`src/rtl/btn_debounce_ctrl.sv`:
```
`default_nettype none
// ============================================================================
// Module   : btn_debounce_ctrl
// Purpose  : Push-button debouncer that arms an external delay counter and
//            commits a new level only if the input holds until it is done.
// Revision : 1.0 - initial release
// ============================================================================
module btn_debounce_ctrl #(
    parameter int SYNC_STAGES = 2,
    parameter int TIMEOUT_CYC = 200000,
    parameter int CNT_W       = 8
) (
    input  logic             clk,
    input  logic             rst_n,
    input  logic             btn_raw,
    input  logic             delay_done,
    input  logic             err_clr,
    output logic             delay_run,
    output logic             btn_clean,
    output logic             press_pulse,
    output logic             release_pulse,
    output logic [CNT_W-1:0] press_count,
    output logic             timeout_err
);

    localparam int                c_WD_W    = $clog2(TIMEOUT_CYC + 1);
    localparam logic [c_WD_W-1:0] c_WD_LAST = c_WD_W'(TIMEOUT_CYC - 1);
    localparam logic [c_WD_W-1:0] c_WD_SAT  = '1;

    typedef enum logic [1:0] {
        S_IDLE  = 2'd0,
        S_WAIT  = 2'd1,
        S_DRAIN = 2'd2
    } state_t;

    state_t                 r_state;
    logic [SYNC_STAGES-1:0] r_btn_sync;
    logic [SYNC_STAGES-1:0] r_done_sync;
    logic [c_WD_W-1:0]      r_wd;
    logic                   w_btn_s;
    logic                   w_done_s;
    logic [c_WD_W-1:0]      w_wd_inc;

    assign w_btn_s  = r_btn_sync[SYNC_STAGES-1];
    assign w_done_s = r_done_sync[SYNC_STAGES-1];
    assign w_wd_inc = (r_wd == c_WD_SAT) ? r_wd : r_wd + c_WD_W'(1);

    always_ff @(posedge clk or negedge rst_n) begin
        if (!rst_n) begin
            r_btn_sync  <= '0;
            r_done_sync <= '0;
        end else begin
            r_btn_sync  <= {r_btn_sync[SYNC_STAGES-2:0], btn_raw};
            r_done_sync <= {r_done_sync[SYNC_STAGES-2:0], delay_done};
        end
    end

    always_ff @(posedge clk or negedge rst_n) begin
        if (!rst_n) begin
            r_state       <= S_IDLE;
            r_wd          <= '0;
            delay_run     <= 1'b0;
            btn_clean     <= 1'b0;
            press_pulse   <= 1'b0;
            release_pulse <= 1'b0;
            press_count   <= '0;
            timeout_err   <= 1'b0;
        end else begin
            press_pulse   <= 1'b0;
            release_pulse <= 1'b0;
            // Clear first so a same-cycle timeout below overrides it.
            if (err_clr) begin
                timeout_err <= 1'b0;
            end
            case (r_state)
                S_IDLE: begin
                    r_wd <= '0;
                    // A done still high from the last run must fall before re-arming.
                    if (!w_done_s && (w_btn_s != btn_clean)) begin
                        r_state   <= S_WAIT;
                        delay_run <= 1'b1;
                    end
                end
                S_WAIT: begin
                    if (w_btn_s == btn_clean) begin
                        r_state   <= S_IDLE;
                        r_wd      <= '0;
                        delay_run <= 1'b0;
                    end else if (w_done_s) begin
                        r_state   <= S_DRAIN;
                        r_wd      <= '0;
                        delay_run <= 1'b0;
                        btn_clean <= ~btn_clean;
                        if (!btn_clean) begin
                            press_pulse <= 1'b1;
                            press_count <= press_count + CNT_W'(1);
                        end else begin
                            release_pulse <= 1'b1;
                        end
                    end else if (r_wd == c_WD_LAST) begin
                        r_state     <= S_IDLE;
                        r_wd        <= '0;
                        delay_run   <= 1'b0;
                        timeout_err <= 1'b1;
                    end else begin
                        r_wd <= w_wd_inc;
                    end
                end
                S_DRAIN: begin
                    if (!w_done_s) begin
                        r_state <= S_IDLE;
                        r_wd    <= '0;
                    end else if (r_wd == c_WD_LAST) begin
                        r_state     <= S_IDLE;
                        r_wd        <= '0;
                        timeout_err <= 1'b1;
                    end else begin
                        r_wd <= w_wd_inc;
                    end
                end
                default: begin
                    r_state   <= S_IDLE;
                    r_wd      <= '0;
                    delay_run <= 1'b0;
                end
            endcase
        end
    end

endmodule
`default_nettype wire

```
`config.mk`:
```
export PLATFORM = sky130hd
export DESIGN_NAME = btn_debounce_ctrl
export DESIGN_NICKNAME = d
export VERILOG_FILES = /design/src/rtl/btn_debounce_ctrl.sv
export SDC_FILE = /design/constraint.sdc
export NUM_CORES = 1
export LEC_CHECK = 0
export ABC_AREA = 0
export BUFFER_PORTS_ARGS = -buffer_cell sky130_fd_sc_hd__clkbuf_2
export CAP_MARGIN = 30
export CORE_UTILIZATION = 55
export DETAILED_ROUTE_END_ITERATION = 6
export GPL_TIMING_DRIVEN = 0
export HOLD_SLACK_MARGIN = 0.03
export PLACE_DENSITY_LB_ADDON = 0.08
export SLEW_MARGIN = 20
export SYNTH_ARGS = -nofsm -noshare
export SYNTH_HDL_FRONTEND = slang
export SYNTH_SLANG_ARGS = --single-unit
```
`constraint.sdc`:
```
create_clock -name clk -period 3.4 [get_ports clk]
set_input_delay 0.51 -clock clk [delete_from_list [all_inputs] [get_ports clk]]
set_output_delay 0.51 -clock clk [all_outputs]
set_load 0.01 [all_outputs]
```
* Yosys cells after proc, flatten, opt, wreduce, memory -nomap -nowiden
Index checks and enable logic that the tools add are counted. Widths: inputs -> output; s select.
Word-level totals: flip-flop bits (word level) 37
Cells by class: add/sub/neg operators 2, eq/ne operators 8, mux-type cells 31, bitwise operators 3, reductions and logical operators 6
Operators by type and width (number):
- $mux 18 | 5
- $eq 18x18->1 const B | 2
- $pmux 18 s2 | 1
- $add 18x1->18 const B | 1
- $mux 1 | 17
- $mux 2 | 5
- $add 8x1->8 const B | 1
- $pmux 2 s3 | 1
- $reduce_and 3->1 | 2
- $ne 4x4->1 const B | 1
- $reduce_and 4->1 | 1
- $not 1->1 | 3
- $pmux 1 s3 | 1
- $eq 2x1->1 const B | 1
- $eq 2x2->1 const B | 1
- $logic_not 2->1 | 1
- $ne 2x2->1 const B | 1
- $pmux 1 s2 | 1
- $eq 1x1->1 | 1
- $logic_and 1x1->1 | 1
- $logic_not 1->1 | 1
- $ne 1x1->1 | 1

* Longest topological paths before layout
depth after elaboration 6, depth in mapped cells 7, gate-level depth less buffers 6

* Worst setup path before layout
Ideal clock, no wire load.
kind reg2reg, from register r_state[1], to register press_count[5], arrival 1613 ps, required time 3275 ps, setup slack 1662 ps, stages on the path, launching flop included 8, path buffers 1, clock period less this slack 1738 ps, cell sequence dfrtp_1 -> inv_1 -> ha_1 -> and4b_1 -> clkbuf_1 -> and4_1 -> nand3_1 -> xnor2_1
On the way: word-level cells in the longest chain between the ends 2
Ends and longest elaborated chain:
- from (decl) | line 36 | state_t r_state;
- from (signal assigned) | line 60 | r_state <= S_IDLE;
- from (signal assigned) | line 80 | r_state <= S_WAIT;
- from (signal assigned) | line 86 | r_state <= S_IDLE;
- $eq 2x1->1 | line 75 | case (r_state)
- $reduce_and 4->1 (no line)
- to (signal assigned) | line 96 | press_count <= press_count + CNT_W'(1);
- to (decl) | line 22 | output logic [CNT_W-1:0] press_count,
Every way passes these cells. A chain may end at the register's enable or synchronous reset.

* Worst setup path after layout
from register r_wd[0], to register r_wd[4]
On the way: word-level cells in the longest chain between the ends 6
Ends and longest elaborated chain:
- from (decl) | line 39 | logic [c_WD_W-1:0] r_wd;
- from (signal assigned) | line 106 | r_wd <= w_wd_inc;
- from (signal assigned) | line 118 | r_wd <= w_wd_inc;
- $add 18x1->18 / $eq 18x18->1 (equally long branches) | line 46 | assign w_wd_inc = (r_wd == c_WD_SAT) ? r_wd : r_wd + c_WD_W'(1);
- $mux 18 | line 46
- $mux 18 (*) | line 100, 113
- $mux 18 | line 89 | end else if (w_done_s) begin
- $mux 18 | line 85 | if (w_btn_s == btn_clean) begin
- $pmux 18 s2 (*) | line 75
Mark *: on every way between the ends. The rest lies on a longest branch, timed or not.

==> results by group <==
Run status
  • Status: finished, final reports clean

Clock tree
  • Reg clk slew, reported paths: approximately 0.12 ns
  • Root buf cell: clkbuf_4
  • Worst-Skew Late Latency: approximately 0.35 ns
  • Setup Buffers After CTS: 0
  • CTS tree: done
  • CTS H-tree lvls: 2
  • Post-cts hold buffer count: 0
  • CTS Buffer Depth: 2
  • Cts repair resizes: 0
  • Sink Count: 37
  • Clock buffer count from CTS: 5

Setup path
  • Type of origin of the critical path: flop
  • Arrival time at the worst endpoint: 2.35 ns
  • Slowest-stage cell, CP: dfrtp_1
  • Slowest stage delay, CP: between 0.4 and 0.5 ns
  • Setup CP Type: reg -> reg
  • Setup crit end kind: flop
  • Critical path, cell by cell: ha_1 > and4_1 > buf_2 > nand2_1 > o21ai_1 > buf_4 > a211oi_1
  • CP max FO: 10
  • Critical path data required time: approximately 3.6 ns
  • R2r worst-path depth: 7

Synthesis
  • Top FF cell, synth: dfrtp_1
  • Yosys reg bits: 37
  • FFs w/ async S/R, synth: 1.00
  • Average cell area after synthesis: around 9.9 um^2
  • Sequential area share after synthesis: 0.468
  • Ys Warns: 0
  • Library cells used by synthesis: 42
  • Post-synth EDFFs: 0
  • Mapped Area: 1980 um^2
  • Mapped Nets: 210
  • Syn Inst Count: 199

Power
  • Combinational power share: 0.246
  • Leakage power: between 0.9 and 1 nW
  • VDD IR max: around 0.00046 V
  • Pwr/cell area: about 480 nW/um^2
  • NetSw: ~340 uW
  • Sw Share: 0.324
  • Clock power share: 0.251
  • Power Internal: about 720 uW
  • Sequential share of power: 0.503

Final layout
  • Commonest non-fill, non-tap cells in the layout: dfrtp_1, clkbuf_2, nand2_1, a21oi_1, nand4_1
  • Layout net count: ~240
  • Most common cell after layout, fill and taps aside: dfrtp_1
  • Area Overhead vs Synth: 12.1%
  • Ant. Diodes: 0
  • Final Core Density: 0.654
  • Final Cell Area: ~2200 um^2
  • Share of cells above drive strength 1: 0.156

Routing
  • Via/cell ratio: ~6.3
  • DR pass1 iterations: 4
  • Starting DRT DRC Count: between 100 and 150
  • Vias after detailed routing: 1695
  • # DRC: 0
  • Final wirelength: around 4000 um
  • Drt wl/cell: 14.9 um
  • ANT nets after route: 0

GRT
  • Vias in the first global route: between 1500 and 2000
  • GR Util All Layers: 0.246
  • Initial antenna violation count: 0
  • Global-route wire length before repair: 6870 um
  • Remaining global-route overflow: 0
  • Largest net degree at the start of global routing: 38

Die
  • Ports: 18
  • Die width: just over 60 um
  • Die area: about 3800 um^2
  • Die Height: between 60 and 70 um
  • Row count: 21
  • Core Area: between 3000 and 4000 um^2
  • Initial Util: 0.584

Timing
  • Final setup viols: 0
  • TNS Setup: 0 ns
  • Fin. Hold Viols: 0
  • Fin crit period: approximately 2.1 ns
  • Fmax: roughly 470 MHz
  • RSZ-0062 raised after global routing: no
  • Tightest Pin Transition: 0.863 ns
  • Slew Limit Fails: 0
  • Skew final: ~0.015 ns
  • Period utilization: 0.624
  • Max-Slew Margin vs Limit: 0.420

Placement
  • GP Congestion: around 0.87
  • Placed cell area: between 2000 and 2500 um^2
  • Number of port buffers: 17
  • HPWL reported at the end of detailed placement: 2800 um

Hold path
  • Min-delay worst type: in -> async

Flow run
  • Total of max-cap violations: 0
## cell usage after synthesis (all sizes together) (4+ instances only)
| library cell | number | area [um^2] |
|---|---|---|
| nand3 | 8 | 40.0 |
| xnor2 | 6 | 52.6 |
| a211oi | 6 | 45.0 |
| o211ai | 6 | 45.0 |
| nand2 | 14 | 52.6 |
| nor4 | 5 | 31.3 |
| nand2b | 4 | 25.0 |
| or4 | 4 | 30.0 |
| buf | 5 | 27.5 |
| nor3 | 5 | 25.0 |
| mux2i | 5 | 50.1 |
| a21oi | 13 | 65.1 |
| nand4 | 13 | 87.6 |
| ha | 6 | 75.1 |
| o31ai | 4 | 30.0 |
| dfrtp | 37 | 926 |
| nor2 | 8 | 30.0 |
| inv | 9 | 33.8 |
| and4 | 5 | 43.8 |
| o21ai | 7 | 35.0 |
## flip-flops by register name (all words and copies together) (netlist names)
register	flops
r_state	2
timeout_err	1
delay_run	1
r_wd	18
press_count	8
r_done_sync	2
release_pulse	1
r_btn_sync	2
press_pulse	1
btn_clean	1
## power by group through the flow
stage / sequential [mW] / combinational [mW] / clock [mW]
after floorplan: 0.545 / 0.167 / 0
after global placement: 0.536 / 0.248 / 0
after detailed placement: 0.540 / 0.258 / 0
after CTS: 0.533 / 0.257 / 0.275
after global routing: 0.542 / 0.296 / 0.290
final: 0.533 / 0.261 / 0.266
## logic make-up (layout without fill, tap and decap cells)
group                      after synthesis  in the layout  synth area share
and+or+nand+nor                         76             76             0.221
muxes                                    7              7            0.0367
adders and majority gates                6              6            0.0379
DFF                                     37             37             0.468
buffers and inverters                   16             42            0.0348
xor gates and xnor gates                 9              9            0.0399
AOI/OAI and AO/OA                       48             48             0.162
## path summary, 6_finish.rpt
kind	startpoint	to	slack (ns)
worst max-delay path	r_wd[0]$_DFF_PN0_	r_wd[4]$_DFF_PN0_	1.28
worst min-delay path	rst_n	r_wd[16]$_DFF_PN0_	0.14
worst max register to register	r_wd[0]$_DFF_PN0_	r_wd[4]$_DFF_PN0_	1.28
worst min register to register	r_done_sync[0]$_DFF_PN0_	r_done_sync[1]$_DFF_PN0_	0.36
max in group asynchronous	rst_n	r_state[1]$_DFFE_PN0N_	2.76
min in group clk	delay_done	r_done_sync[0]$_DFF_PN0_	0.27
## layer usage
layer	routed length [um]	global-route usage	vias to the layer above
li1	-	-	813
met1	1820	0.333	825
met2	1970	0.384	53
met3	194	0.0600	4
met4	40	0.0921	0
met5	0	0	-
## through the flow
| step | hold slack [ns] | instances | total power [mW] | worst slack [ns] |
|---|---|---|---|---|
| after floorplan | 0.214 | 199 | 0.712 | 1.66 |
| after global placement | 0.334 | 262 | 0.785 | 1.41 |
| after detailed placement | 0.336 | 262 | 0.797 | 1.32 |
| after CTS | 0.247 | 270 | 1.06 | 1.29 |
| after global routing | 0.173 | 271 | 1.13 | 1.13 |
| final | 0.144 | 271 | 1.06 | 1.28 |
## cell type report
class,instances,area (um^2)
buffer,7,35.0
clock buffer,7,65.1
clock inverter,1,5.00
fill,288,1170
inverter,9,33.8
multi-input combinational,146,983
sequential,37,926
tap,46,57.6
timing repair buffer,18,113
## critical path: cells and delay by family, from the launching register on
family / cells / cell delay (ns)
buf+inv: 2 / 0.42
compound gates: 2 / 0.47
simple gates: 2 / 0.45
fa+ha+maj: 1 / 0.25
flops: 1 / 0.42
No activity file was read; power rests on OpenSTA's default activity.
